===== src/rtl/adc_osr_mc.sv =====
// Multi-channel OSR accumulator/decimator with a single-entry valid/ready output buffer.
// Optional build macro ADC_OSR_ROUND_EN selects round-half-up with saturation on right shifts.
module adc_osr_mc #(
  parameter int unsigned DATA_W   = 12,
  parameter int unsigned OUT_W    = 16,
  parameter int unsigned CH_W     = 2,
  parameter int unsigned MAX_LOG4 = 4
) (
  input  logic              clk,
  input  logic              rst,
  input  logic              ena,
  input  logic [CH_W-1:0]   ch_in,
  input  logic [DATA_W-1:0] data_in,
  input  logic [2:0]        osr_mode_in,
  input  logic              flush_in,
  output logic [OUT_W-1:0]  data_out,
  output logic [CH_W-1:0]   ch_out,
  output logic              valid_out,
  input  logic              ready_in,
  output logic              overrun_out,
  input  logic              clr_ovr_in
);

  localparam int unsigned NUM_CH = 2 ** CH_W;
  localparam int unsigned ACC_W  = DATA_W + 2 * MAX_LOG4;
  localparam int unsigned CNT_W  = 2 * MAX_LOG4;
  localparam int unsigned CNTX_W = CNT_W + 1;
  localparam int unsigned WIDE_W = ACC_W + OUT_W + 1;

  logic [ACC_W-1:0] acc [NUM_CH];
  logic [CNT_W-1:0] cnt [NUM_CH];
  logic [2:0]       k_q [NUM_CH];

  logic [2:0]        k_lim;
  logic [2:0]        k_eff;
  logic [ACC_W-1:0]  acc_sum;
  logic [CNTX_W-1:0] cnt_next;
  logic              win_done;
  logic              res_valid;
  logic [WIDE_W-1:0] sum_w;
  logic [WIDE_W-1:0] res_w;
  logic [OUT_W-1:0]  res;
  int                sh;

  // Window bookkeeping for the channel addressed this cycle, plus result formatting.
  always_comb begin
    k_lim     = (osr_mode_in > 3'(MAX_LOG4)) ? 3'(MAX_LOG4) : osr_mode_in;
    k_eff     = (cnt[ch_in] == '0) ? k_lim : k_q[ch_in];
    acc_sum   = acc[ch_in] + ACC_W'(data_in);
    cnt_next  = CNTX_W'(cnt[ch_in]) + CNTX_W'(1);
    win_done  = (cnt_next == (CNTX_W'(1) << (2 * k_eff)));
    res_valid = ena && !flush_in && win_done;
    // Divide by 4**k (>>2k) and MSB-align to OUT_W (<<(OUT_W-DATA_W)) in one shift.
    sh        = int'(OUT_W) - int'(DATA_W) - 2 * int'(k_eff);
    sum_w     = WIDE_W'(acc_sum);
    res_w     = sum_w;
    if (sh >= 0) begin
      res_w = sum_w << sh;
    end else begin
`ifdef ADC_OSR_ROUND_EN
      res_w = (sum_w + (WIDE_W'(1) << (-sh - 1))) >> (-sh);
`else
      res_w = sum_w >> (-sh);
`endif
    end
    res = (|res_w[WIDE_W-1:OUT_W]) ? '1 : res_w[OUT_W-1:0];
  end

  always_ff @(posedge clk) begin
    if (rst) begin
      for (int unsigned i = 0; i < NUM_CH; i++) begin
        acc[i] <= '0;
        cnt[i] <= '0;
        k_q[i] <= '0;
      end
      data_out    <= '0;
      ch_out      <= '0;
      valid_out   <= 1'b0;
      overrun_out <= 1'b0;
    end else begin
      if (flush_in) begin
        for (int unsigned i = 0; i < NUM_CH; i++) begin
          acc[i] <= '0;
          cnt[i] <= '0;
        end
      end else if (ena) begin
        if (cnt[ch_in] == '0) k_q[ch_in] <= k_lim;
        if (win_done) begin
          acc[ch_in] <= '0;
          cnt[ch_in] <= '0;
        end else begin
          acc[ch_in] <= acc_sum;
          cnt[ch_in] <= cnt_next[CNT_W-1:0];
        end
      end

      // Output buffer: accept drains, a new result loads if there is room, else it is dropped.
      if (valid_out && ready_in) valid_out <= 1'b0;
      if (clr_ovr_in) overrun_out <= 1'b0;
      if (res_valid) begin
        if (!valid_out || ready_in) begin
          data_out  <= res;
          ch_out    <= ch_in;
          valid_out <= 1'b1;
        end else begin
          overrun_out <= 1'b1;
        end
      end
    end
  end

endmodule


===== config.mk =====
export PLATFORM = sky130hd
export DESIGN_NAME = adc_osr_mc
export DESIGN_NICKNAME = d
export VERILOG_FILES = /design/src/rtl/adc_osr_mc.sv
export SDC_FILE = /design/constraint.sdc
export NUM_CORES = 1
export LEC_CHECK = 0
export BUFFER_PORTS_ARGS = -buffer_cell sky130_fd_sc_hd__buf_2
export CELL_PAD_IN_SITES_DETAIL_PLACEMENT = 1
export CELL_PAD_IN_SITES_GLOBAL_PLACEMENT = 1
export CORE_MARGIN = 3
export CORE_UTILIZATION = 50
export DETAILED_ROUTE_END_ITERATION = 8
export PLACE_DENSITY = 0.79
export SLEW_MARGIN = 20
export SYNTH_ARGS = -nofsm -noshare
export SYNTH_HDL_FRONTEND = slang
export SYNTH_SLANG_ARGS = --single-unit

===== constraint.sdc =====
create_clock -name clk -period 7.43 [get_ports clk]
set_input_delay 0.743 -clock clk [delete_from_list [all_inputs] [get_ports clk]]
set_output_delay 0.743 -clock clk [all_outputs]
set_load 0.03 [all_outputs]

## Word level (Yosys, flattened, before mapping)

Memory sizes are Yosys's and may differ from the RTL's.
Cells that the tools add are included.

- Register bits after elaboration: 20
- Bits in latches: 0
- RAM bits: 124
- Bits in read-only memories: 0
- Bits of input ports: 23
- Logic and storage cells: 88
- Memories: 3

Memories:

| name | words | bits a word | read ports | clocked after Yosys merged registers in | write ports | line | text |
|---|---|---|---|---|---|---|---|
| acc | 4 | 20 | 1 | 0 | 4 | 30 | `logic [ACC_W-1:0] acc [NUM_CH];` |
| cnt | 4 | 8 | 1 | 0 | 4 | 31 | `logic [CNT_W-1:0] cnt [NUM_CH];` |
| k_q | 4 | 3 | 1 | 0 | 4 | 32 | `logic [2:0] k_q [NUM_CH];` |

- $add $sub $neg: 4
- Multiply operators: 0
- Divide/modulo/power cells: 0
- Order comparisons: 2
- Equal/unequal tests: 1
- Shift-type cells: 3
- Mux-type cells: 49
- Bitwise operators: 10
- Reductions and logical operators: 12

Operator list:

| cell | count |
|---|---|
| $mux 20 | 6 |
| $mux 8 | 6 |
| $mux 37 | 1 |
| $shl 20x32->37 | 1 |
| $shr 20x32->37 | 1 |
| $neg 5->32 | 1 |
| $mux 1 | 29 |
| $reduce_or 21->1 | 1 |
| $add 20x12->20 | 1 |
| $reduce_or 20->1 | 1 |
| $mux 16 | 1 |
| $or 1x1->1 | 10 |
| $add 8x1->9 const B | 1 |
| $eq 9x9->1 | 1 |
| $mux 3 | 3 |
| $shl 1x4->9 const A | 1 |
| $logic_not 8->1 | 1 |
| $reduce_or 8->1 | 1 |
| $mux 2 | 3 |
| $ge 5x1->1 const B | 1 |
| $sub 3x4->5 const A | 1 |
| $gt 3x3->1 const B | 1 |
| $logic_and 1x1->1 | 3 |
| $reduce_or 3->1 | 1 |
| 3 further kinds | 4 |

## Longest topological paths before layout

Gate-level depths: netlist (run 1).

- Word-level depth: 13
- Depth in mapped cells: 23
- Gate-level depth less buffers: 16

## Worst setup path before layout (run 1)

OpenSTA, ideal clock, no wires.

- Kind: input -> register
- Start: input port ch_in[0]
- End: register data_out[11]
- Arrival: 5319 ps
- Data required time: 7297 ps
- Setup slack: 1978 ps
- Stages on the path: 17
- Cell sequence: buf_6 > buf_6 > buf_2 > buf_1 > mux4_2 > ha_1 > a21o_1 > and3_1 > o41ai_1 > a21oi_1 > xnor2_1 > nand4_1 > o21a_1 > a311oi_1 > o2111a_2 > buf_8 > a21oi_2

- Word-level cells in the longest chain between the ends: 9
- Elaborated cells on any way between the ends: 19
- Classes of those cells: add/sub (4); order compare (1); eq/ne (1); shift (3); mux (3); reduce/logical (4); memory (3)

RTL lines:

| item | line | text |
|---|---|---|
| from (decl) | 12 | `input logic [CH_W-1:0] ch_in,` |
| $mem_v2 4x8 | -- |  |
| $logic_not 8->1 | 48 | `k_eff = (cnt[ch_in] == '0) ? k_lim : k_q[ch_in];` |
| $mux 3 | 48 |  |
| $sub 3x4->5 | 54 | `sh = int'(OUT_W) - int'(DATA_W) - 2 * int'(k_eff);` |
| $neg 5->32 | 63 | `res_w = sum_w >> (-sh);` |
| $shr 20x32->37 | 63 |  |
| $mux 37 | 57 | `if (sh >= 0) begin` |
| $reduce_or 21->1 | 66 | `res = (\|res_w[WIDE_W-1:OUT_W]) ? '1 : res_w[OUT_W-1:0];` |
| $mux 16 | 66 |  |
| to (signal assigned) | 102 | `data_out <= res;` |
| to (decl) | 16 | `output logic [OUT_W-1:0] data_out,` |

Several ways; a longest one is shown, not always the timed one.
A chain may end at the register's enable or synchronous reset.

## Final worst setup path (run 1)

- Start: input port ch_in[1]
- End: register data_out[15]

Same word-level chain as after synthesis.

==> metrics, run 1 <==
outcome completed; worst slew pin tran 962 ps; Yosys top cell area share 0.444; top cell family by delay on the critical path buffers and inverters; cts repair resizes 0; logic gate share of total power 0.275; max_slew headroom 0.359; final instance area 9370 um2; WHS Path Cells 2; Area contributors post-synth edfxtp_1 44%, mux4_2 8.9%, nor2_1 7.6%; fin. max-slew vios 0; total die area 18400 um2; YS warnings 0; hold buffers post-CTS 0; Max IR drop VDD 0.177 mV; routed vias 6743; post-route ant nets 0; prevailing post-synth register cell edfxtp_1; HP Class flip-flop to flip-flop; Reg power frac 0.394; RSZ-0062 raised after global routing false; initial antenna violation count 0; register bit count reported by yosys 144; CP Cell Sequence buf_2, buf_4, mux4_2, nor4b_4, nand2_1, mux2i_1, ha_1, buf_4, clkinv_1, or3b_1, o22ai_1, and4b_1, o2111a_2, a211oi_1; port bufs 42; CTS tree built; Die Span X 136 um; hold wc startpoint data_out[15]; Reg2Reg Depth 14; CP required 7730 ps; Async SR Flop Fraction 0; slowest CP cell clkinv_1; Setup violations, final 0; power share of the clock group 0.331; Int Pwr 1.56 mW; Placement Cell Area 8840 um2; I/O pins 43; area grow syn2layout 11.6%; startpoint types primary input; routed wire length 26.1 mm; Pleak 3.71 nW; fmax 178 MHz; Die Ht 136 um; drt first pass iters 5; Starting DRT DRC Count 811; Mapped Cells 765; Net Switching 0.795 mW; hold path endpoint data_out[15]; Worst-Skew Late Latency 440 ps; final worst path period need 5620 ps; total CTS buffers 17; worst reg2reg path endpoint data_out[15]; WL/cell 25.3 um; Distinct cells, synth 77; num rows 46; period utilization 0.757; synthesized area 8390 um2; largest net degree at the start of global routing 48; clk sinks 144; GRT busiest layer met2; Global Route met1 Usage 0.353; H-tree level count 4; first-pass GRT wire length 40.8 mm; Switching Share 0.337; Detailed Place HPWL 17.6 mm; Initial Utilization 0.519; PD cells 252 nW/um2; syn nets 811; CTS Buffer Depth 2; area leader, netlist edfxtp_1; setup TNS 0 ps; layout cells sized above 1 0.187; critical path peak fanout 47; M3 GR Usage 0.0449; Tot GR Track Use 0.295; Crit. End Element flip-flop; Seq/Total Area, Yosys 0.491; Crit path top cell by count buf_4; number of flops mapped to enable cells by yosys 124; count of buffer and inverter cells on the critical path 4; total congestion overflow 0; RR Startpoint cnt[3][0]; Final Hold Fails 0; Max-Cap Viols 0; CP arrival 5920 ps; vias in the first global route 7201; CP max stage delay 580 ps; clock root cell clkbuf_16; diode count 0; Reg clk slew, reported paths 60 ps; list of most frequent post-synthesis cells 170 x nor2_1, 124 x edfxtp_1, 34 x nand2_1, 33 x mux4_2, 32 x a21oi_1; met2 Use GR 0.520; gpl congestion 0.952; Nets 851; WS Path Type primary input to flip-flop; synthesized area per cell 11.0 um2; Vias per Instance 6.52; Fin Clk Skew 10.3 ps; most numerous cell in the Yosys netlist nor2_1; # DRC 0; # Post-CTS Setup Buffers 0; core area 16200 um2; reg2reg setup slack 2250 ps
==> kinds of logic (layout without fill, tap and decap cells) <==
family          Yosys count  after routing  synth area share
flops                   144            144             0.491
mux                      53             53             0.113
buf+inv                  62            115            0.0337
xor+xnor                 27             27            0.0282
simple gates            292            292             0.159
fa+ha+maj                23             23            0.0352
compound gates          164            164             0.140
==> cell usage in the layout, fill, tap and decap left out, types with 8 or more instances in the layout <==
cell / count
nor2_1: 170
edfxtp_1: 124
buf_2: 42
nand2_1: 34
mux4_2: 33
a21oi_1: 32
buf_4: 25
ha_1: 22
nor3_1: 20
dfxtp_1: 20
o21ai_0: 19
o21bai_1: 18
clkbuf_16: 17
mux2i_1: 16
inv_1: 14
nand3_1: 14
xor2_1: 14
xnor2_1: 13
a21o_1: 12
a211oi_1: 11
a21oi_2: 11
nand2b_1: 10
and3_1: 8
==> worst max path at each step <==
| stage | slack [ps] | start | to | depth (start not counted) |
|---|---|---|---|---|
| 2_1_floorplan | 1980 | ch_in[0] | data_out[11] | 17 |
| 3_3_place_gp | 1790 | ch_in[1] | data_out[15] | 14 |
| 3_5_place_dp | 1440 | ch_in[1] | acc[1][4] | 16 |
| 4_1_cts | 1830 | ch_in[1] | acc[1][4] | 16 |
| 5_1_grt | 1430 | ch_in[0] | data_out[15] | 16 |
| 6_report | 1810 | ch_in[1] | data_out[15] | 14 |
==> per-layer routing <==
metal	up-vias	share of wire
li1	2953	-
met1	3373	0.37
met2	329	0.52
met3	88	0.063
met4	0	0.041
met5	-	0
==> cell type report <==
type / instances / area (um2)
Fill cell: 1733 / 6810
Sequential cell: 144 / 4120
Timing Repair Buffer: 67 / 398
Multi-Input combinational cell: 559 / 3990
Clock buffer: 20 / 437
Inverter: 16 / 65.1
Clock inverter: 12 / 87.6
Tap cell: 216 / 270
==> power groups by stage <==
stage / clock network (mW) / registers, mW / logic (mW)
2_1_floorplan: 0 / 0.946 / 0.437
3_3_place_gp: 0 / 0.942 / 0.601
3_5_place_dp: 0 / 0.946 / 0.623
4_1_cts: 0.787 / 0.930 / 0.634
5_1_grt: 0.820 / 0.933 / 0.696
6_report: 0.780 / 0.930 / 0.647
==> state kept, by name (all words and copies together), names as in the netlist <==
signal,cells
valid_out,1
ch_out,2
data_out,16
acc,80
overrun_out,1
k_q,12
cnt,32
==> tightest hold or removal path, stage by stage, from the launching register on <==
cell and delay (ps):
dfxtp_1 310, nor2_1 100, a211oi_1 50
==> through the flow <==
step / hold slack (ps) / std cells / total power, mW / util / worst slack (ps)
2_1_floorplan: 618 / 765 / 1.38 / - / 1980
3_3_place_gp: 472 / 1002 / 1.54 / 0.547 / 1790
3_5_place_dp: 498 / 1002 / 1.57 / 0.547 / 1440
4_1_cts: 506 / 1034 / 2.35 / 0.579 / 1830
5_1_grt: 555 / 1034 / 2.45 / 0.579 / 1430
6_report: 507 / 1034 / 2.36 / 0.579 / 1810
(Power assumes the default switching activity.)
==> run 2: changes to the inputs <==
==> constraint.sdc (replaced) <==
create_clock -name clk -period 5.7 [get_ports clk]
set_input_delay 0.57 -clock clk [delete_from_list [all_inputs] [get_ports clk]]
set_output_delay 0.57 -clock clk [all_outputs]
set_load 0.03 [all_outputs]
==> run 2 against run 1 <==
Against the previous run:
- sequential power increased by 30%
- critical path depth increased by 3
- utilization increased by 0.80 points
- clock-buffer cell count decreased by 2
- worst setup slack got worse by 1100 ps
- combinational power increased by 31%
- worst hold slack got worse by 3.4 ps
- via count about the same
- clock power increased by 47%
- flip-flop and latch count unchanged
- largest cell class unchanged
- largest power group unchanged
==> metrics, run 2 (synthesis gave the netlist of run 1 again) <==
outcome completed; Reg power frac 0.378; Detailed Place HPWL 17.3 mm; cts repair resizes 0; Max IR drop VDD 0.251 mV; Switching Share 0.322; Vias per Instance 6.50; routed wire length 26.0 mm; area grow syn2layout 13.2%; post-route ant nets 0; Hold WS 503 ps; Int Pwr 2.17 mW; port bufs 42; CP arrival 5280 ps; total CTS buffers 17; CTS tree built; Reg clk slew, reported paths 60 ps; Pleak 3.78 nW; Tot GR Track Use 0.292; clock root cell clkbuf_16; RSZ-0062 raised after global routing false; Setup violations, final 0; routed vias 6738; max_slew headroom 0.269; Initial Utilization 0.519; hold buffers post-CTS 0; CP required 6000 ps; core area 16200 um2; power share of the clock group 0.357; Global Route met1 Usage 0.366; WS Path Type primary input to flip-flop; num rows 46; HP Class flip-flop to flip-flop; clk sinks 144; startpoint types primary input; vias in the first global route 7171; CTS Buffer Depth 2; Die Ht 136 um; largest net degree at the start of global routing 47; Reg2Reg Depth 17; period utilization 0.873; logic gate share of total power 0.265; GRT busiest layer met2; Inst Count DP 1005; layout cells sized above 1 0.191; WHS Path Cells 2; Worst-Skew Late Latency 440 ps; Final Hold Fails 0; setup TNS 0 ps; fin. max-slew vios 0; Max-Cap Viols 0; total congestion overflow 0; I/O pins 43; M3 GR Usage 0.0542; Pwr Total 3.21 mW; Starting DRT DRC Count 691; critical path peak fanout 19; drt first pass iters 5; initial antenna violation count 0; highest-count cells in the layout ignoring fill and taps 170 x nor2_1, 124 x edfxtp_1, 42 x buf_2, 34 x nand2_1, 33 x mux4_2; gpl congestion 0.978; Nets 854; Net Switching 1.03 mW; most common cell after layout, fill and taps aside nor2_1; H-tree level count 4; Finished Core Util 0.587; Largest register FFs 80; # DRC 0; Fin Clk Skew 14.7 ps; first-pass GRT wire length 40.4 mm; worst slew pin tran 1090 ps; fmax 201 MHz; Crit. End Element flip-flop; # Post-CTS Setup Buffers 0; total die area 18400 um2; WL/cell 25.0 um; met2 Use GR 0.506; final worst path period need 4980 ps; PD cells 338 nW/um2; Die Span X 136 um; diode count 0; Post-Layout Cell Count 1037; largest registers acc x80, cnt x32, data_out x16; Biggest register acc
## run 2: cell count changes in the layout (fill, tap and decap cells not counted), sizes merged
| cell | change |
|---|---|
| clkinv | -1 |
| clkbuf | -2 |
| buf | +3 |
| bufinv | +3 |
## run 2: worst max-delay path: stages
cell and delay (ps):
buf_2 240, buf_4 340, mux4_2 650, nor3_2 340, nand2_1 190, mux2i_1 390
inv_1 180, ha_1 260, nand2b_1 140, or4_1 400, nand4_1 110, and4bb_1 330
nand2_1 110, nor2_2 110, buf_4 250, o2111a_2 500, a211oi_1 130
## run 2: path summary, 6_finish.rpt
kind | startpoint | endpoint | slack [ps]
max reg2reg | cnt[3][0] | data_out[15] | 920
max | ch_in[0] | data_out[15] | 720
min | ch_out[1] | ch_out[1] | 500
min reg2reg | ch_out[1] | ch_out[1] | 500
## run 2: stage by stage
stage / instance area [um2] / setup slack [ps]
global placement: 8900 / 549
detailed placement: 8900 / 261
finish: 9500 / 721
CTS: 9500 / 689
global route: 9500 / 394
floorplan: 8390 / 421
## run 2: area by class of cell
type	instances	area (um2)
tap	216	270
clock buffer	18	429
sequential	144	4120
inverter	16	65.1
clock inverter	14	164
multi-input combinational	559	3990
timing repair buffer	70	458
fill	1748	6680
## run 2: power by group through the flow
stage	Sequential (mW)	Clock (mW)	Combinational [mW]
CTS	1.21	1.15	0.837
finish	1.21	1.15	0.850
detailed placement	1.23	0	0.823
global route	1.21	1.20	0.913
global placement	1.23	0	0.793
floorplan	1.23	0	0.570
## run 2: layer usage
metal  share of wire  up-vias
met5               0        -
met4           0.032        0
met3           0.061       72
met2            0.51      283
met1            0.39     3433
li1                -     2950
